==> src/rtl/exp_unit_rr_arbiter_if.sv <==
// Bundle between the exp-unit arbiter, its requesters and the shared exp unit.
// master: arbiter side; slave: requester array plus exp unit side.
`ifndef FRACWIDTH
`define FRACWIDTH 16
`endif

interface exp_unit_rr_arbiter_if #(
  parameter int NUM_REQ = 4,
  parameter int DATA_W  = `FRACWIDTH
);
  logic [NUM_REQ-1:0]        iReqValid;
  logic [NUM_REQ*DATA_W-1:0] iReqData;
  logic [NUM_REQ-1:0]        oReqAck;
  logic [NUM_REQ*DATA_W-1:0] oRspData;
  logic [NUM_REQ-1:0]        oRspValid;
  logic [NUM_REQ-1:0]        oRspErr;
  logic [NUM_REQ-1:0]        iRspRead;
  logic [DATA_W-1:0]         oExpData;
  logic                      oExpDataValid;
  logic [DATA_W-1:0]         iExpData;
  logic                      iExpDataValid;
  logic                      oExpDataRead;
  logic                      oBusy;
  logic                      oTimeout;

  modport master (
    input  iReqValid,
    input  iReqData,
    input  iRspRead,
    input  iExpData,
    input  iExpDataValid,
    output oReqAck,
    output oRspData,
    output oRspValid,
    output oRspErr,
    output oExpData,
    output oExpDataValid,
    output oExpDataRead,
    output oBusy,
    output oTimeout
  );

  modport slave (
    output iReqValid,
    output iReqData,
    output iRspRead,
    output iExpData,
    output iExpDataValid,
    input  oReqAck,
    input  oRspData,
    input  oRspValid,
    input  oRspErr,
    input  oExpData,
    input  oExpDataValid,
    input  oExpDataRead,
    input  oBusy,
    input  oTimeout
  );
endinterface

==> src/rtl/exp_unit_rr_arbiter.sv <==
// Round-robin sequencer sharing one non-pipelined exp unit among NUM_REQ
// requesters. Ports: clk, rst_n (sync, active-low), bus (master modport).
`ifndef FRACWIDTH
`define FRACWIDTH 16
`endif

module exp_unit_rr_arbiter #(
  parameter int NUM_REQ = 4,
  parameter int DATA_W  = `FRACWIDTH,
  parameter int TIMEOUT = 64
) (
  input  logic                  clk,
  input  logic                  rst_n,
  exp_unit_rr_arbiter_if.master bus
);

  localparam int PW = $clog2(NUM_REQ);
  localparam int CW = $clog2(TIMEOUT);

  typedef enum logic [1:0] {
    S_IDLE,
    S_ISSUE,
    S_WAIT
  } state_t;

  state_t state;
  state_t state_nxt;

  logic [PW-1:0]             rr_ptr;
  logic [PW-1:0]             grant_idx;
  logic [PW-1:0]             pick;
  logic                      found;
  logic [NUM_REQ-1:0]        elig;
  logic [DATA_W-1:0]         op_reg;
  logic [CW-1:0]             cnt;
  logic [NUM_REQ*DATA_W-1:0] rsp_data;
  logic [NUM_REQ-1:0]        rsp_valid;
  logic [NUM_REQ-1:0]        rsp_err;
  logic                      timeout_q;
  logic                      hit;
  logic                      expire;
  logic                      grant;

  // Index arithmetic modulo NUM_REQ for sums below 2*NUM_REQ.
  function automatic logic [PW-1:0] wrap(input int v);
    if (v >= NUM_REQ) begin
      return PW'(v - NUM_REQ);
    end
    return PW'(v);
  endfunction

  // A requester still holding an unread result cannot be granted.
  assign elig = bus.iReqValid & ~rsp_valid;

  always_comb begin
    found = 1'b0;
    pick  = '0;
    for (int k = 0; k < NUM_REQ; k++) begin
      if (!found && elig[wrap(int'(rr_ptr) + k)]) begin
        found = 1'b1;
        pick  = wrap(int'(rr_ptr) + k);
      end
    end
  end

  assign grant  = (state == S_IDLE) && found;
  assign hit    = (state == S_WAIT) && bus.iExpDataValid;
  // A result arriving in the last WAIT cycle wins over the watchdog.
  assign expire = (state == S_WAIT) && !bus.iExpDataValid
                  && (cnt == CW'(TIMEOUT - 1));

  always_ff @(posedge clk) begin
    if (!rst_n) begin
      state <= S_IDLE;
    end else begin
      state <= state_nxt;
    end
  end

  always_comb begin
    state_nxt = state;
    unique case (state)
      S_IDLE: begin
        if (found) begin
          state_nxt = S_ISSUE;
        end
      end
      S_ISSUE: begin
        state_nxt = S_WAIT;
      end
      S_WAIT: begin
        if (hit || expire) begin
          state_nxt = S_IDLE;
        end
      end
      default: begin
        state_nxt = S_IDLE;
      end
    endcase
  end

  always_comb begin
    bus.oReqAck       = '0;
    bus.oExpDataValid = 1'b0;
    bus.oExpDataRead  = 1'b0;
    bus.oBusy         = 1'b0;
    unique case (state)
      S_IDLE: begin
        if (found) begin
          bus.oReqAck[pick] = 1'b1;
        end
      end
      S_ISSUE: begin
        bus.oExpDataValid = 1'b1;
        bus.oBusy         = 1'b1;
      end
      S_WAIT: begin
        bus.oExpDataRead = bus.iExpDataValid;
        bus.oBusy        = 1'b1;
      end
      default: begin
        bus.oBusy = 1'b0;
      end
    endcase
  end

  always_ff @(posedge clk) begin
    if (!rst_n) begin
      rr_ptr    <= '0;
      grant_idx <= '0;
      op_reg    <= '0;
      cnt       <= '0;
      timeout_q <= 1'b0;
    end else begin
      if (grant) begin
        op_reg    <= bus.iReqData[pick*DATA_W +: DATA_W];
        grant_idx <= pick;
        rr_ptr    <= wrap(int'(pick) + 1);
      end
      if (state == S_ISSUE) begin
        cnt <= '0;
      end else if (state == S_WAIT) begin
        cnt <= cnt + 1'b1;
      end
      if (expire) begin
        timeout_q <= 1'b1;
      end
    end
  end

  // Completion for the granted slot has priority over a read; the two
  // cannot collide because a slot is only granted while empty.
  always_ff @(posedge clk) begin
    if (!rst_n) begin
      rsp_data  <= '0;
      rsp_valid <= '0;
      rsp_err   <= '0;
    end else begin
      for (int i = 0; i < NUM_REQ; i++) begin
        if ((hit || expire) && (grant_idx == PW'(i))) begin
          rsp_valid[i] <= 1'b1;
          rsp_err[i]   <= expire;
          rsp_data[i*DATA_W +: DATA_W] <= hit ? bus.iExpData : '0;
        end else if (bus.iRspRead[i] && rsp_valid[i]) begin
          rsp_valid[i] <= 1'b0;
          rsp_err[i]   <= 1'b0;
        end
      end
    end
  end

  assign bus.oExpData  = op_reg;
  assign bus.oRspData  = rsp_data;
  assign bus.oRspValid = rsp_valid;
  assign bus.oRspErr   = rsp_err;
  assign bus.oTimeout  = timeout_q;

endmodule

==> src/flat_wrapper.sv <==
// flat-port wrapper written by rule: the top's interface ports become plain ports
module exp_unit_rr_arbiter_flat 
#(
  parameter int NUM_REQ = 4,
  parameter int DATA_W  = `FRACWIDTH,
  parameter int TIMEOUT = 64
)
  (clk, rst_n, bus_iReqValid, bus_iReqData, bus_iRspRead, bus_iExpData, bus_iExpDataValid, bus_oReqAck, bus_oRspData, bus_oRspValid, bus_oRspErr, bus_oExpData, bus_oExpDataValid, bus_oExpDataRead, bus_oBusy, bus_oTimeout);
  exp_unit_rr_arbiter_if #(.NUM_REQ(NUM_REQ), .DATA_W(DATA_W)) bus_i ();
  input  logic clk;
  input  logic rst_n;
  input wire logic [$bits(bus_i.iReqValid)-1:0] bus_iReqValid;
  input wire logic [$bits(bus_i.iReqData)-1:0] bus_iReqData;
  input wire logic [$bits(bus_i.iRspRead)-1:0] bus_iRspRead;
  input wire logic [$bits(bus_i.iExpData)-1:0] bus_iExpData;
  input wire logic [$bits(bus_i.iExpDataValid)-1:0] bus_iExpDataValid;
  output wire logic [$bits(bus_i.oReqAck)-1:0] bus_oReqAck;
  output wire logic [$bits(bus_i.oRspData)-1:0] bus_oRspData;
  output wire logic [$bits(bus_i.oRspValid)-1:0] bus_oRspValid;
  output wire logic [$bits(bus_i.oRspErr)-1:0] bus_oRspErr;
  output wire logic [$bits(bus_i.oExpData)-1:0] bus_oExpData;
  output wire logic [$bits(bus_i.oExpDataValid)-1:0] bus_oExpDataValid;
  output wire logic [$bits(bus_i.oExpDataRead)-1:0] bus_oExpDataRead;
  output wire logic [$bits(bus_i.oBusy)-1:0] bus_oBusy;
  output wire logic [$bits(bus_i.oTimeout)-1:0] bus_oTimeout;
  assign bus_i.iReqValid = bus_iReqValid;
  assign bus_i.iReqData = bus_iReqData;
  assign bus_i.iRspRead = bus_iRspRead;
  assign bus_i.iExpData = bus_iExpData;
  assign bus_i.iExpDataValid = bus_iExpDataValid;
  assign bus_oReqAck = bus_i.oReqAck;
  assign bus_oRspData = bus_i.oRspData;
  assign bus_oRspValid = bus_i.oRspValid;
  assign bus_oRspErr = bus_i.oRspErr;
  assign bus_oExpData = bus_i.oExpData;
  assign bus_oExpDataValid = bus_i.oExpDataValid;
  assign bus_oExpDataRead = bus_i.oExpDataRead;
  assign bus_oBusy = bus_i.oBusy;
  assign bus_oTimeout = bus_i.oTimeout;
  exp_unit_rr_arbiter #(.NUM_REQ(NUM_REQ), .DATA_W(DATA_W), .TIMEOUT(TIMEOUT)) u_core (.clk(clk), .rst_n(rst_n), .bus(bus_i));
endmodule
==> config.mk <==
export PLATFORM = sky130hd
export DESIGN_NAME = exp_unit_rr_arbiter_flat
export DESIGN_NICKNAME = d
export VERILOG_FILES = /design/src/rtl/exp_unit_rr_arbiter_if.sv /design/src/rtl/exp_unit_rr_arbiter.sv /design/src/flat_wrapper.sv
export SDC_FILE = /design/constraint.sdc
export NUM_CORES = 1
export LEC_CHECK = 0
export BUFFER_PORTS_ARGS = -buffer_cell sky130_fd_sc_hd__buf_2
export CAP_MARGIN = 15
export CORE_MARGIN = 2
export CORE_UTILIZATION = 52
export DETAILED_ROUTE_END_ITERATION = 8
export PLACE_DENSITY = 0.82
export SETUP_SLACK_MARGIN = 0.2
export SYNTH_ARGS = -nofsm -noshare
export SYNTH_HDL_FRONTEND = slang
export SYNTH_SLANG_ARGS = --single-unit
==> constraint.sdc <==
create_clock -name clk -period 3.2 [get_ports clk]
set_clock_uncertainty 0.15 [all_clocks]
set_input_delay 0.16 -clock clk [delete_from_list [all_inputs] [get_ports clk]]
set_output_delay 0.16 -clock clk [all_outputs]
set_load 0.05 [all_outputs]
==> impl_results.rst <==
.. list-table::
   :header-rows: 1

   * - Metric
     - Value
   * - Sum of negative setup slack
     - 0 ns
   * - I/O pin count
     - 187
   * - Required time of the critical path
     - about 3.3 ns
   * - Leakage power of the design
     - 3.29 nW
   * - Share of final-layout standard cells stronger than drive strength 1
     - between 30% and 40%
   * - Final weighted congestion of routability-driven global placement
     - 0.821
   * - Largest net degree at the start of global routing
     - 44
   * - Hold path startpoint
     - bus_iReqData[45]
   * - Yosys reg bits
     - 101
   * - First-pass GRT wire length
     - 21900 um
   * - Count of distinct cell types in the synthesized netlist
     - 43
   * - Remaining routing DRC violations
     - 0
   * - Worst setup SP type
     - flop
   * - Total power density per cell area
     - 496 nW/um2
   * - Count of mapped cells out of synthesis
     - 442
   * - Buffer depth of the longest clock path
     - 2
   * - Total Nets Final
     - 777
   * - Number of max-slew violations in the final report
     - 0
   * - Mean number of vias per cell
     - 5.36
   * - Number of enable flip-flop cells after synthesis
     - 0
   * - DR pass1 iterations
     - 4
   * - Register-to-Register Setup Slack
     - 0.31 ns
   * - Depth of the worst register-to-register path
     - 7
   * - Highest-delay cell along the critical path
     - sky130_fd_sc_hd__dlygate4sd3_1
   * - Hold Path Class
     - in2reg
   * - Total buffers and inverters traversed by the critical path
     - 2
   * - Highest attainable clock frequency
     - about 350 MHz
   * - CP top delay family
     - simple AND/OR/NAND/NOR gates
   * - Core occupancy in the finished layout
     - 74.5%
   * - Antenna Violating Nets Remaining
     - 0
   * - Slew margin rel.
     - 51.4%
   * - Largest fanout on the critical path
     - 20
   * - Via count of the first global-routing pass
     - roughly 4400
   * - CTS tree
     - yes
   * - Max-capacitance violation count
     - 0
   * - Standard-cell row count
     - 34
   * - Netlist area before placement
     - 4560 um2
   * - Number of antenna violations at the first check in global routing
     - 0
   * - Setup repair after global routing missed its margin
     - false
   * - Total die area
     - approximately 9500 um2
   * - Shortest clock period the worst path allows after layout
     - 2.89 ns
   * - Initial core utilization
     - 53.0%
   * - Final Hold Viols
     - 0
   * - Number of antenna cells inserted
     - 0
   * - Area added between synthesis and finish
     - 40.6%
   * - Largest voltage drop on the vdd net
     - 0.275 mV
   * - Data arrival at the endpoint of the critical path
     - between 2 and 3 ns
   * - Sequential share of the synthesized area
     - 44.4%
   * - Launch point of the worst reg-to-reg path
     - u_core.bus.oRspValid[2]
   * - Per-cell routed wire length
     - 17.4 um
   * - Area of the placeable core
     - 8590 um2
   * - Number of fillers in the final layout
     - 597
   * - Height of the chip
     - 97.6 um
   * - Most used DFF post-synth
     - sky130_fd_sc_hd__dfxtp_1
   * - Hpwl dp
     - 8610 um
   * - Warnings, synthesis
     - 0
   * - Area share of the largest cell type after synthesis
     - 44.4%
   * - Cell chain of the critical path
     - nand2b_4, or3b_1, nand3_4, buf_4, mux2i_1, dlygate4sd3_1, o221ai_1
   * - Number of CTS-inserted buffers
     - 9
   * - Dominant cell type by area after synthesis
     - sky130_fd_sc_hd__dfxtp_1
   * - Mapped Avg Cell Area
     - 10.3 um2
   * - Crit path kind
     - reg2reg
   * - Clock transition at the register clock pins on the worst setup and hold paths after CTS
     - about 0.10 ns
   * - Min-Delay Endpoint
     - u_core.bus.oExpData[13]
   * - Terminus of the critical flop-to-flop path
     - u_core.bus.oExpData[10]
   * - Leftover overflow at the end of global routing
     - 0
   * - Post-Route WL
     - 13800 um
   * - Largest incremental delay on the critical path
     - 0.59 ns
   * - Crit share post-route
     - 90.2%
   * - Drt initial violations
     - 157
   * - Number of nets produced by synthesis
     - 537
   * - H-tree level count
     - 3
   * - Post-CTS setup buffer count
     - 0
   * - Overall routing resource usage
     - 28.5%
   * - Clock latency at the later pin of the worst-skew pair
     - 0.36 ns
   * - Proportion of synthesized flip-flops having asynchronous set or reset
     - 0%
   * - Synth area leaders
     - sky130_fd_sc_hd__dfxtp_1 44%, sky130_fd_sc_hd__mux2i_1 22%, sky130_fd_sc_hd__nor2b_1 9.3%
   * - Outcome
     - finished, final reports clean
   * - Chip width
     - 97.6 um
   * - Clk sinks
     - about 100
   * - Worst Setup End Kind
     - flop
   * - Port-buffer cells
     - 186
   * - Via count of the routed design
     - approximately 4300
   * - Total setup violations reported at the end of the flow
     - 0
   * - Root buffer cell
     - sky130_fd_sc_hd__clkbuf_8
   * - Hold Crit Depth
     - 3
   * - Tightest Pin Transition
     - 0.726 ns
==> worst max path at each step <==
stage / from / to / slack (ns) / cells past startpoint
after global placement: u_core.bus.oRspValid[1] / bus_oReqAck[3] / 0.84 / 6
after CTS: u_core.bus.oRspValid[0] / u_core.bus.oExpData[11] / 0.27 / 7
final: u_core.bus.oRspValid[2] / u_core.bus.oExpData[10] / 0.31 / 7
after global routing: u_core.bus.oRspValid[0] / u_core.bus.oExpData[0] / 0.22 / 7
after detailed placement: u_core.bus.oRspValid[0] / u_core.bus.oExpData[15] / 0.72 / 6
after floorplan: u_core.bus.oRspValid[0] / bus_oReqAck[1] / 0.86 / 5
==> cells in the mapped netlist, types with 2 or more instances <==
| master | n |
|---|---|
| sky130_fd_sc_hd__and2_1 | 2 |
| sky130_fd_sc_hd__clkbuf_1 | 15 |
| sky130_fd_sc_hd__nand3_1 | 9 |
| sky130_fd_sc_hd__buf_4 | 3 |
| sky130_fd_sc_hd__ha_1 | 4 |
| sky130_fd_sc_hd__xor2_1 | 3 |
| sky130_fd_sc_hd__a21boi_0 | 7 |
| sky130_fd_sc_hd__buf_6 | 4 |
| sky130_fd_sc_hd__o22ai_1 | 2 |
| sky130_fd_sc_hd__buf_2 | 5 |
| sky130_fd_sc_hd__or3_1 | 2 |
| sky130_fd_sc_hd__nor2_1 | 8 |
| sky130_fd_sc_hd__o21ai_0 | 6 |
| sky130_fd_sc_hd__inv_1 | 5 |
| sky130_fd_sc_hd__and3_1 | 18 |
| sky130_fd_sc_hd__nand2_1 | 27 |
| sky130_fd_sc_hd__nand2b_1 | 8 |
| sky130_fd_sc_hd__xnor2_1 | 2 |
| sky130_fd_sc_hd__nand4_1 | 2 |
| sky130_fd_sc_hd__nand3b_1 | 3 |
| sky130_fd_sc_hd__o221ai_1 | 16 |
| sky130_fd_sc_hd__dfxtp_1 | 101 |
| sky130_fd_sc_hd__a21oi_1 | 4 |
| sky130_fd_sc_hd__mux2i_1 | 99 |
| sky130_fd_sc_hd__o21a_1 | 2 |
| sky130_fd_sc_hd__nor2b_1 | 68 |
==> state kept, by name, summed over array words and instances, names as in the netlist <==
register and flops:
u_core.bus.oRspData 64, u_core.grant_idx 2, u_core.state 2, u_core.bus.oRspValid 4, u_core.bus.oRspErr 4, u_core.cnt 6, u_core.bus.oTimeout 1, u_core.bus.oExpData 16
u_core.rr_ptr 2
==> stage by stage <==
| stage | instances | worst slack, ns | area (um2) | hold slack [ns] | power [mW] |
|---|---|---|---|---|---|
| after floorplan | 442 | 0.857 | 4560 | 0.198 | 1.94 |
| after global placement | 715 | 0.845 | 5530 | 0.288 | 2.10 |
| after detailed placement | 715 | 0.717 | 5530 | 0.292 | 2.11 |
| after CTS | 794 | 0.267 | 6390 | 0.00422 | 3.15 |
| after global routing | 795 | 0.216 | 6400 | 0.0143 | 3.30 |
| final | 795 | 0.313 | 6400 | 0.00870 | 3.18 |
==> kinds of logic (layout without fill, tap and decap cells) <==
kind of cell | after synthesis | after routing | synth area share (%)
multiplexers | 99 | 99 | 21.7
AND/OR/NAND/NOR | 156 | 156 | 20.1
AO/OA/AOI/OAI | 43 | 43 | 7.50
adder cells (fa/ha/maj) | 4 | 4 | 1.10
flip-flops | 101 | 101 | 44.4
buffers and inverters | 34 | 279 | 4.23
XOR/XNOR | 5 | 5 | 0.961
==> per-layer routing <==
layer,share of wire [%],track usage (%),vias up
li1,-,-,2020
met2,49,49.4,201
met3,6.2,6.12,57
met4,4.9,17.2,0
met5,0,0,-
met1,40,32.0,1985
==> report_power, final <==
part	switching (mW)	total (mW)	leakage, nW	internal (mW)
registers	0.0486	1.37	0.818	1.32
logic	0.531	0.893	2.36	0.361
clock network	0.464	0.918	0.113	0.454
==> placed cells by master (no fill, tap or decap), types with 5 or more instances in the layout <==
master	synthesis	final
sky130_fd_sc_hd__nor2b_1	68	68
sky130_fd_sc_hd__dfxtp_1	101	101
sky130_fd_sc_hd__dlygate4sd3_1	0	63
sky130_fd_sc_hd__nand3_1	9	9
sky130_fd_sc_hd__nand2b_1	8	8
sky130_fd_sc_hd__o21ai_0	6	6
sky130_fd_sc_hd__nor2_1	8	8
sky130_fd_sc_hd__buf_2	5	186
sky130_fd_sc_hd__and3_1	18	18
sky130_fd_sc_hd__nand2_1	27	27
sky130_fd_sc_hd__buf_4	3	8
sky130_fd_sc_hd__clkbuf_8	0	9
sky130_fd_sc_hd__mux2i_1	99	99
sky130_fd_sc_hd__inv_1	5	5
sky130_fd_sc_hd__a21boi_0	7	7
sky130_fd_sc_hd__o221ai_1	16	16
==> what timing repair did <==
action                                  4_1_cts  5_1_grt
hold endpoints to repair                     23        0
endpoints found under the setup margin        0       10
hold buffers                                 63        0
gates resized for setup                       0        1
==> worst register-to-register path, delay by kind of cell (launching register included) <==
family	cells	cell delay (ns)
flip-flops	1	0.36
buffers and inverters	2	0.93
multiplexers	1	0.27
AND/OR/NAND/NOR	3	0.94
AO/OA/AOI/OAI	1	0.11
==> area by class of cell <==
cell class / count / area, um2 / area share, %
Clock buffer: 9 / 124 / 1.93
Clock inverter: 7 / 108 / 1.68
Inverter: 5 / 18.8 / 0.293
Multi-Input combinational cell: 307 / 2360 / 36.8
Sequential cell: 101 / 2020 / 31.6
Tap cell: 108 / 135 / 2.11
Timing Repair Buffer: 258 / 1640 / 25.6
(Power assumes the default switching activity.)
